<file path="src/rtl/csr_io_arbiter.sv">
`default_nettype none
// ============================================================================
// csr_io_arbiter: round-robin arbiter sharing the TinyRV1 CSR I/O block
// between the core (req 0) and the debug host (req 1).   Revision: 1.0
// ============================================================================
module csr_io_arbiter #(
  parameter int            DW      = 32,
  parameter logic [DW-1:0] OUT_RST = '0
) (
  input  logic          clk,
  input  logic          rst,
  input  logic [1:0]    req_val,
  output logic [1:0]    req_rdy,
  input  logic [11:0]   req_addr0,
  input  logic [11:0]   req_addr1,
  input  logic          req_wen0,
  input  logic          req_wen1,
  input  logic [DW-1:0] req_wdata0,
  input  logic [DW-1:0] req_wdata1,
  output logic          resp_val,
  input  logic          resp_rdy,
  output logic          resp_id,
  output logic [DW-1:0] resp_data,
  output logic          resp_err,
  input  logic [DW-1:0] in0,
  input  logic [DW-1:0] in1,
  input  logic [DW-1:0] in2,
  output logic [DW-1:0] out0,
  output logic [DW-1:0] out1,
  output logic [DW-1:0] out2,
  output logic [15:0]   access_count
);

  typedef enum logic [0:0] {
    IDLE = 1'b0,
    RESP = 1'b1
  } state_t;

  state_t        state;
  logic          ptr;
  logic          gnt;
  logic          accept;
  logic [11:0]   sel_addr;
  logic          sel_wen;
  logic [DW-1:0] sel_wdata;
  logic          is_in;
  logic          is_out;
  logic [1:0]    idx;
  logic [DW-1:0] rd_val;
  logic          acc_err;

  // Under contention the pointer decides; a lone requester always wins.
  always_comb begin
    gnt = 1'b0;
    if (req_val == 2'b11) gnt = ptr;
    else                  gnt = req_val[1];
    accept  = (state == IDLE) && (|req_val);
    req_rdy = 2'b00;
    if (accept) req_rdy = gnt ? 2'b10 : 2'b01;
  end

  assign sel_addr  = gnt ? req_addr1  : req_addr0;
  assign sel_wen   = gnt ? req_wen1   : req_wen0;
  assign sel_wdata = gnt ? req_wdata1 : req_wdata0;

  always_comb begin
    is_in  = 1'b0;
    is_out = 1'b0;
    idx    = 2'd0;
    rd_val = '0;
    case (sel_addr)
      12'hFC2: begin is_in  = 1'b1; idx = 2'd0; rd_val = in0;  end
      12'hFC3: begin is_in  = 1'b1; idx = 2'd1; rd_val = in1;  end
      12'hFC4: begin is_in  = 1'b1; idx = 2'd2; rd_val = in2;  end
      12'h7C2: begin is_out = 1'b1; idx = 2'd0; rd_val = out0; end
      12'h7C3: begin is_out = 1'b1; idx = 2'd1; rd_val = out1; end
      12'h7C4: begin is_out = 1'b1; idx = 2'd2; rd_val = out2; end
      default: ;
    endcase
    acc_err = !(is_in || is_out) || (sel_wen && is_in);
  end

  always_ff @(posedge clk or negedge rst) begin
    if (!rst) begin
      state        <= IDLE;
      ptr          <= 1'b0;
      resp_val     <= 1'b0;
      resp_id      <= 1'b0;
      resp_data    <= '0;
      resp_err     <= 1'b0;
      out0         <= OUT_RST;
      out1         <= OUT_RST;
      out2         <= OUT_RST;
      access_count <= 16'd0;
    end else begin
      case (state)
        IDLE: begin
          if (accept) begin
            state    <= RESP;
            ptr      <= ~gnt;
            resp_val <= 1'b1;
            resp_id  <= gnt;
            resp_err <= acc_err;
            if (acc_err) begin
              resp_data <= '0;
            end else if (sel_wen) begin
              resp_data <= sel_wdata;
              case (idx)
                2'd0:    out0 <= sel_wdata;
                2'd1:    out1 <= sel_wdata;
                default: out2 <= sel_wdata;
              endcase
            end else begin
              resp_data <= rd_val;
            end
          end
        end
        RESP: begin
          // No bypass: the next request is only considered back in IDLE.
          if (resp_rdy) begin
            state        <= IDLE;
            resp_val     <= 1'b0;
            access_count <= access_count + 16'd1;
          end
        end
        default: state <= IDLE;
      endcase
    end
  end

endmodule
`default_nettype wire

</file>
<file path="config.mk">
export PLATFORM = sky130hd
export DESIGN_NAME = csr_io_arbiter
export DESIGN_NICKNAME = d
export VERILOG_FILES = /design/src/rtl/csr_io_arbiter.sv
export SDC_FILE = /design/constraint.sdc
export NUM_CORES = 1
export LEC_CHECK = 0
export CAP_MARGIN = 25
export CORE_ASPECT_RATIO = 1.2
export CORE_MARGIN = 8
export CORE_UTILIZATION = 43
export DETAILED_ROUTE_END_ITERATION = 8
export GPL_TIMING_DRIVEN = 0
export PLACE_DENSITY = 0.88
export RECOVER_POWER = 100
export SLEW_MARGIN = 30
export SYNTH_ARGS = -nofsm -noshare
export SYNTH_HDL_FRONTEND = slang
export SYNTH_SLANG_ARGS = --single-unit
export TNS_END_PERCENT = 5
</file>
<file path="constraint.sdc">
create_clock -name clk -period 3 [get_ports clk]
set_input_delay 0.75 -clock clk [delete_from_list [all_inputs] [get_ports clk]]
set_output_delay 0.75 -clock clk [all_outputs]
set_load 0.01 [all_outputs]
</file>
Word level (Yosys, flattened, before mapping). Index checks and enable logic that the tools add are counted.

Add/sub/neg operators: 1. Eq/ne operators: 10. Multiplexer cells: 18. Bitwise gates (word level): 4. Reductions and logical operators: 18.

Operators by type and width (number): $pmux W32 S6 (1); $mux W32 (3); $eq A12 B11 Y1 const B (3); $eq A12 B12 Y1 const B (3); $add A16 B1 Y16 const B (1); $reduce_and A5 Y1 (3); $mux W12 (1); $mux W1 (8); $reduce_or A2 Y1 (4); $reduce_and A2 Y1 (3); $reduce_or A3 Y1 (2); $mux W2 (2); $ne A2 B2 Y1 const B (2); $not A1 Y1 (4); $pmux W1 S2 (2); $pmux W2 S2 (1); $eq A2 B1 Y1 const B (1); $eq A2 B2 Y1 const B (1); $logic_and A1 B1 Y1 (2); $logic_not A2 Y1 (1); $logic_or A1 B1 Y1 (2); $logic_not A1 Y1 (1).

Flip-flop bits (word level): 149. Input port bits: 191. Output and inout port bits: 149. Logic and storage cells: 61.

Longest topological paths before layout. Gate-level depths: netlist of run 1.

Depth in word-level cells: 11. Mapped depth: 10. Mapped depth without buffers: 7.

Least setup slack after synthesis of run 1. Ideal clock, no wire load.

Path type: in2out. Start: input port req_val[1]. End: output port req_rdy[0]. Arrival: 1.779 ns. Required time: 2.250 ns. Setup slack: 0.471 ns. Stages on the path: 6. Buffers on the path: 3. Cells stage by stage: buf_4 nor2_1 or2_2 clkbuf_1 clkbuf_1 nor2_1.

Cells in the longest elaborated chain, start to end: 4. Elaborated cells between the ends (all ways): 6. Those cells by class: 1 x eq/ne; 3 x mux; 2 x reduce/logical.

RTL lines: from (decl) (RTL line 12) `input logic [1:0] req_val,`; $eq A2 B2 Y1 (RTL line 55) `if (req_val == 2'b11) gnt = ptr;`; $mux W1 (RTL line 55); $mux W2 (RTL line 59) `if (accept) req_rdy = gnt ? 2'b10 : 2'b01;`; $mux W2 * (RTL line 59); to (decl) (RTL line 13) `output logic [1:0] req_rdy,`.

Mark *: on every way between the ends. The rest lies on a longest branch, timed or not.

Final worst setup path of run 1.
Start: input port req_addr0[0]. End: register resp_data[13].

Cells in the longest elaborated chain, start to end: 8. Elaborated cells between the ends (all ways): 18. Those cells by class: 6 x eq/ne; 6 x mux; 6 x reduce/logical.

RTL lines: from (decl) (RTL line 14) `input logic [11:0] req_addr0,`; $mux W12 * (RTL line 62) `assign sel_addr = gnt ? req_addr1 : req_addr0;`; $eq A12 B12 Y1 or $eq A12 B11 Y1 (tied branches) (RTL line 71) `case (sel_addr)`; $reduce_or A3 Y1 (no line); $mux W1 (RTL line 71); $logic_or A1 B1 Y1 (RTL line 80) `acc_err = !(is_in || is_out) || (sel_wen && is_in);`; $logic_not A1 Y1 (RTL line 80); $logic_or A1 B1 Y1 (RTL line 80); $mux W32 * (RTL line 104) `if (acc_err) begin`; to (signal assigned) (RTL line 107) `resp_data <= sel_wdata;`; to (signal assigned) (RTL line 114) `resp_data <= rd_val;`; to (decl) (RTL line 23) `output logic [DW-1:0] resp_data,`.

Marked as above. A chain may end at the register's enable or synchronous reset.

==> results of run 1 <==
layout make-up:
class,count,area share (%)
Clock inverter,11,1.44
Buffer,69,3.18
Tap cell,220,2.29
Clock buffer,21,3.83
Multi-Input combinational cell,574,29.4
Timing Repair Buffer,340,28.7
Sequential cell,149,31.0
Inverter,4,0.125
flip-flops by register name (all words and copies together), names as in the netlist:
name	cells
ptr	1
state	1
out2	32
resp_val	1
out0	32
resp_err	1
access_count	16
resp_id	1
out1	32
resp_data	32
metrics by stage:
| step | setup TNS [ns] | std cells | area (um2) | power, mW |
|---|---|---|---|---|
| 3_5_place_dp | -45.83 | 1357 | 11300 | 3.19 |
| 6_report | 0 | 1388 | 12000 | 5.47 |
| 3_3_place_gp | -762.42 | 1355 | 11300 | 3.15 |
| 2_1_floorplan | 0 | 797 | 7630 | 2.58 |
| 5_1_grt | -0.0885 | 1388 | 12000 | 5.64 |
| 4_1_cts | 0 | 1388 | 12000 | 5.49 |
power by group through the flow:
stage,sequential (mW),combinational [mW],clock [mW]
4_1_cts,2.13,1.03,2.32
2_1_floorplan,2.18,0.400,0
3_3_place_gp,2.16,0.985,0
6_report,2.13,1.02,2.32
3_5_place_dp,2.17,1.02,0
5_1_grt,2.14,1.08,2.41
logic make-up (layout without fill, tap and decap cells):
group           after synthesis  after routing
flops                       149            149
buf+inv                      74            445
xor+xnor                     15             15
fa+ha+maj                     1              1
simple gates                210            210
mux                          44             44
compound gates              304            304
path summary, 6_finish.rpt:
path                                           startpoint                         to  slack (ns)  cells after the start
worst max-delay path                         req_addr0[0]  resp_data[13]$_DFFE_PN0P_        0.03                      9
min in group asynchronous                             rst       out0[27]$_DFFE_PN0P_        1.09                      1
worst min-delay path            resp_data[19]$_DFFE_PN0P_  resp_data[19]$_DFFE_PN0P_        0.47                      2
worst max register to register            ptr$_DFFE_PN0P_  resp_data[13]$_DFFE_PN0P_        0.30                      8
worst min register to register  resp_data[19]$_DFFE_PN0P_  resp_data[19]$_DFFE_PN0P_        0.47                      2
max in group asynchronous                             rst        out1[1]$_DFFE_PN0P_        0.60                      1
placed cells by master (no fill, tap or decap), types with 5 or more instances in the layout:
| cell type | synthesis | final |
|---|---|---|
| a22o_1 | 6 | 6 |
| nand3_1 | 13 | 13 |
| o32ai_1 | 26 | 26 |
| clkbuf_2 | 0 | 17 |
| a21oi_1 | 6 | 8 |
| dlygate4sd3_1 | 0 | 148 |
| xnor2_1 | 12 | 12 |
| buf_4 | 3 | 5 |
| mux2_2 | 8 | 8 |
| mux2i_1 | 36 | 36 |
| clkbuf_1 | 22 | 20 |
| dfrtp_1 | 149 | 149 |
| o21ai_0 | 79 | 107 |
| buf_6 | 6 | 6 |
| nor2_1 | 9 | 7 |
| a221oi_1 | 52 | 52 |
| nand2_1 | 160 | 159 |
| clkbuf_16 | 0 | 17 |
| clkdlybuf4s50_1 | 0 | 186 |
| o21a_1 | 5 | 5 |
| a22oi_1 | 32 | 32 |
| and3_1 | 7 | 7 |
| o21ai_1 | 75 | 46 |
| buf_2 | 38 | 22 |
layer usage:
metal  wire length [um]  vias to the layer above
li1                   -                     3692
met1              12700                     4095
met2              17400                      641
met3               3990                      127
met4               1690                        0
met5                  0                        -
worst min-delay path: stages (launching register included):
cell     delay [ns]
dfrtp_1        0.33
nand2_1        0.04
o21ai_0        0.06
repair_timing:
action / CTS / global route
pin swaps: 0 / 0
setup endpoints to repair: 31 / 7
hold endpoints to repair: 0 / 0
gates resized for setup: 22 / 2
==> impl_metrics.ini, run 1 <==
[die]
fp.dieW_um = 138
rows = 53
start_util_pct = 43.8
chipHeight_um = 162
core_area_mm2 = 0.0174
die_area_mm2 = 0.0223
ios = 340

[setup_path]
critPathKind = input port to register
critPathSlowestCell = clkbuf_1
crit_path_max_incr_delay_ns = 0.60
required_ns = 3.30
arrival_ns = 3.26
cp_max_fo = 10
cpMostUsedCell = o21ai_0
path_delay_family = buffers and inverters
startpoint_type = input port
cp_cell_sequence = clkdlybuf4s50_1, or3b_1, a2111oi_2, a31oi_1, buf_6, clkbuf_1, o32ai_1, o21ai_0, o21ai_0
worstPathBufferInverterCount = 3
endpoint_kind = register

[place]
gp_congestion = 0.916
detailedPlacementHpwl_mm = 26.8
dp_slack_ns = -0.826
io_buffers = 338

[pwr]
p_int_mw = 4.00
p_clk_share_pct = 42.4
p_sw_mw = 1.47
ir_drop_mv = 0.337
cellPowerDensity_mw_per_mm2 = 455
combPwrFrac_pct = 18.6
seq_power_share_pct = 39.0
netSwitchingFraction_pct = 26.8
p_leak_nw = 5.43

[global_routing]
grt_pass1_vias = 9136
grt_max_degree = 60
top_usage_layer = met2
grt_pass1_wl_mm = 53.3
grt_use_met3_pct = 9.43
gr-total-overflow = 0
grtUsageTotal_pct = 31.8
grt.met2_usage_pct = 52.4
met1_usage_pct = 36.5
antenna_found_initial = 0

[synthesis]
synthMostInstantiatedCell = nand2_1
synth_xor_area_share_pct = 1.72
netlist.area_leader.share_pct = 48.9
avgSynthCellArea_um2 = 9.57
ys_types = 53
async_flop_share_pct = 100
synth_area_leader_cell = dfrtp_1
synth_compound_area_share_pct = 26.6
ys_top_cells_by_area = dfrtp_1, nand2_1, a221oi_1, o21ai_0, o21ai_1
ys_ff_latch = 149
ys_seq_area_share_pct = 48.9
synth_flop_cell = dfrtp_1
yosys_warnings = 0
synth_top_family_by_area = compound AO/OA/AOI/OAI gates
synth_edf_count = 0
yosys.area_share.adder_pct = 0.164
netlist_top_cells_count = nand2_1, dfrtp_1, o21ai_0
muxShareOfSynthArea_pct = 5.90
synth-simple-area-share_pct = 11.8
syn_area_mm2 = 0.00763
synthCells = 797
syn-num-nets = 989

[clock_tree]
numCtsBuffers = 17
htree_levels = 4
cts.sinks = 149
postCtsSetupBuffers = 0
cts-hold-fix-buffers = 0
clock-root-buffer = clkbuf_16
clock_latency_ns = 0.43
clk_pin_slew_ns = 0.06
cts_tree = built
clk_path_buf_depth = 2

[timing]
rsz0062_at_grt = true
fmax_mhz = 337
final_max_slew_viol_count = 43
worst_slack_ns = 0.0313
fin_crit_ns = 2.97
setup_viol = 0
timing.final.crit_share_pct = 99.0
timing.hold.ws_ns = 0.475
relSlewSlack_pct = -49.4
fin_worst_skew_ns = 0.00956
hold_viol_final = 0
tightest_slew_ns = 2.24

[final_layout]
n_antenna_cell = 0
area_delta_synth_final_pct = 57.4
seq_area_mm2 = 0.00373
multi_input_area_mm2 = 0.00353
utilization_pct = 68.9
nFillCells = 1366
nets = 1347
layout-drive-gt1-share_pct = 8.99

[drt]
antenna_left = 0
first_pass_iters = 5
remaining_drc_errors = 0
drtIter0Drc = 768
drt-total-wl_mm = 35.8
via_per_inst = 6.16
post_drt_wl_per_cell_um = 25.8
num_vias = 8555

[run_status]
status = finished with violations
violations = max-capacitance violations, max-slew violations

[job]
max-cap-violations = 1

[hold_path]
hold_path.class = register to register
Power figures use the tool's default switching activity.
==> run 2: changes to the inputs <==
--- a/config.mk
+++ b/config.mk
@@ -11,10 +11,10 @@
 export CORE_UTILIZATION = 43
 export DETAILED_ROUTE_END_ITERATION = 8
 export GPL_TIMING_DRIVEN = 0
-export PLACE_DENSITY = 0.88
+export PLACE_DENSITY = 0.82
 export RECOVER_POWER = 100
 export SLEW_MARGIN = 30
 export SYNTH_ARGS = -nofsm -noshare
 export SYNTH_HDL_FRONTEND = slang
 export SYNTH_SLANG_ARGS = --single-unit
-export TNS_END_PERCENT = 5
+export TNS_END_PERCENT = 30
==> impl_metrics.ini, run 2 (synthesis results as in run 1) <==
[die]
fp.dieW_um = 138
die_area_mm2 = 0.0223
start_util_pct = 43.8
ios = 340
rows = 53
chipHeight_um = 162
core_area_mm2 = 0.0174

[timing]
fmax_mhz = 340
rsz0062_at_grt = true
final_max_slew_viol_count = 42
timing.hold.ws_ns = 0.473
fin_worst_skew_ns = 0.00746
timing.final.crit_share_pct = 98.2
setup_viol = 0
tightest_slew_ns = 2.36
hold_viol_final = 0
fin_crit_ns = 2.94
relSlewSlack_pct = -57.0

[final_layout]
seq_area_mm2 = 0.00373
design_area_mm2 = 0.0120
area_delta_synth_final_pct = 57.6
multi_input_area_mm2 = 0.00356
layout-drive-gt1-share_pct = 9.84
final_common_cell = clkdlybuf4s50_1
n_antenna_cell = 0
layout_common_cells = clkdlybuf4s50_1, nand2_1, dfrtp_1
nFillCells = 1436
nets = 1348
utilization_pct = 69.0

[run_status]
status = finished with violations
violations = max-capacitance violations, max-slew violations

[drt]
antenna_left = 0
via_per_inst = 6.05
num_vias = 8409
first_pass_iters = 5
post_drt_wl_per_cell_um = 25.1
drt-total-wl_mm = 34.8
remaining_drc_errors = 0
drtIter0Drc = 684

[place]
placed_cell_area_mm2 = 0.0113
io_buffers = 338
detailedPlacementHpwl_mm = 26.1
gp_congestion = 0.870

[setup_path]
endpoint_kind = primary output
worstPathBufferInverterCount = 4
required_ns = 2.25
critPathSlowestCell = clkdlybuf4s50_1
r2r_start = ptr$_DFFE_PN0P_
arrival_ns = 2.19
cp_cell_sequence = clkdlybuf4s50_1, nand2b_1, buf_4, nand2_8, buf_12, nor2_4, clkdlybuf4s15_1
cp_max_fo = 10
rr_endpoint = resp_data[22]$_DFFE_PN0P_
crit_path_max_incr_delay_ns = 0.46
reg2reg_depth = 8
startpoint_type = input port
reg2reg_setup_slack_ns = 0.53
critPathKind = input port to primary output
path_delay_family = buffers and inverters

[clock_tree]
cts-hold-fix-buffers = 0
clock_latency_ns = 0.44
clock-root-buffer = clkbuf_16
htree_levels = 4
cts.sinks = 149
clk_pin_slew_ns = 0.06
cts_tree = built
numCtsBuffers = 17
clk_path_buf_depth = 2

[global_routing]
grt_pass1_wl_mm = 52.0
grt_pass1_vias = 8687
antenna_found_initial = 0
grt_max_degree = 62
grtUsageTotal_pct = 31.0
gr-total-overflow = 0

[hold_path]
min_to = resp_data[20]$_DFFE_PN0P_
hold_path.class = register to register
hp-start = resp_data[20]$_DFFE_PN0P_
whs_path_depth = 2

[pwr]
p_leak_nw = 5.42
ir_drop_mv = 0.424
finalPower_mw = 5.39
cellPowerDensity_mw_per_mm2 = 448

[job]
max-cap-violations = 1
==> run 2: cell types whose count changed in the layout (fill, tap and decap cells not counted), moves of 2 or more <==
cell      before  now
a21oi_1        8    6
a21oi_2        1    3
buf_2         22   28
clkbuf_1      20   15
clkbuf_2      17   15
clkbuf_4       0    2
nor2_2         3    1
o21ai_0      107   84
o21ai_1       46   69
==> run 2: cell type report <==
class / count / share of cell area (%)
Buffer: 69 / 3.40
Timing Repair Buffer: 341 / 28.5
Sequential cell: 149 / 31.0
Multi-Input combinational cell: 574 / 29.6
Tap cell: 220 / 2.29
Inverter: 4 / 0.125
Clock inverter: 11 / 1.25
Clock buffer: 21 / 3.83
==> run 2: through the flow <==
stage	setup slack (ns)	std cells	TNS, ns
CTS	0.0174	1388	0
detailed placement	-0.783	1357	-44.20
global placement	-4.99	1355	-780.21
global route	-0.0131	1389	-0.106
floorplan	0.471	797	0
finish	0.0552	1389	0
==> run 2: repair_timing <==
item,in CTS,in global routing
setup buffers,0,1
resized for setup,18,25
endpoints found under the setup margin,31,40
pin swaps,0,2
==> run 2: worst register-to-register path: stages (launching register included) <==
cell and delay, ns:
dfrtp_1 0.38, and2b_1 0.25, nor2_2 0.11, o21ai_4 0.30, clkbuf_1 0.49, a221oi_1 0.17
o32ai_1 0.33, o21ai_0 0.15, o21ai_0 0.20
==> run 2: per-layer routing <==
metal / share of wire, % / vias up / track usage (%)
met5: 0 / - / 0
met4: 3.6 / 0 / 13.9
met3: 10 / 92 / 9.02
met2: 49 / 525 / 50.3
met1: 37 / 4104 / 36.9
li1: - / 3688 / -
==> run 2: power breakdown <==
| group | internal, mW | switching [mW] |
|---|---|---|
| clock network | 1.35 | 0.891 |
| registers | 2.07 | 0.0610 |
| logic | 0.497 | 0.520 |
==> run 2: how the worst max path moves through the flow <==
stage                     from                        end  slack [ns]  cells after the start
floorplan           req_val[1]                 req_rdy[0]        0.47                      6
global placement           rst       out2[12]$_DFFE_PN0P_       -4.99                      1
detailed placement  req_val[0]                 req_rdy[0]       -0.78                      7
CTS                 req_val[0]                 req_rdy[0]        0.02                      6
global route               rst  resp_data[14]$_DFFE_PN0P_       -0.01                      3
finish              req_val[0]                 req_rdy[1]        0.06                      7
==> run 3: changes to the inputs <==
--- a/config.mk
+++ b/config.mk
@@ -5,7 +5,7 @@
 export SDC_FILE = /design/constraint.sdc
 export NUM_CORES = 1
 export LEC_CHECK = 0
-export CAP_MARGIN = 25
+export CAP_MARGIN = 20
 export CORE_ASPECT_RATIO = 1.2
 export CORE_MARGIN = 8
 export CORE_UTILIZATION = 43
==> results of run 3 <==
No change in the layout: final DEF, timing and power equal those of run 2.
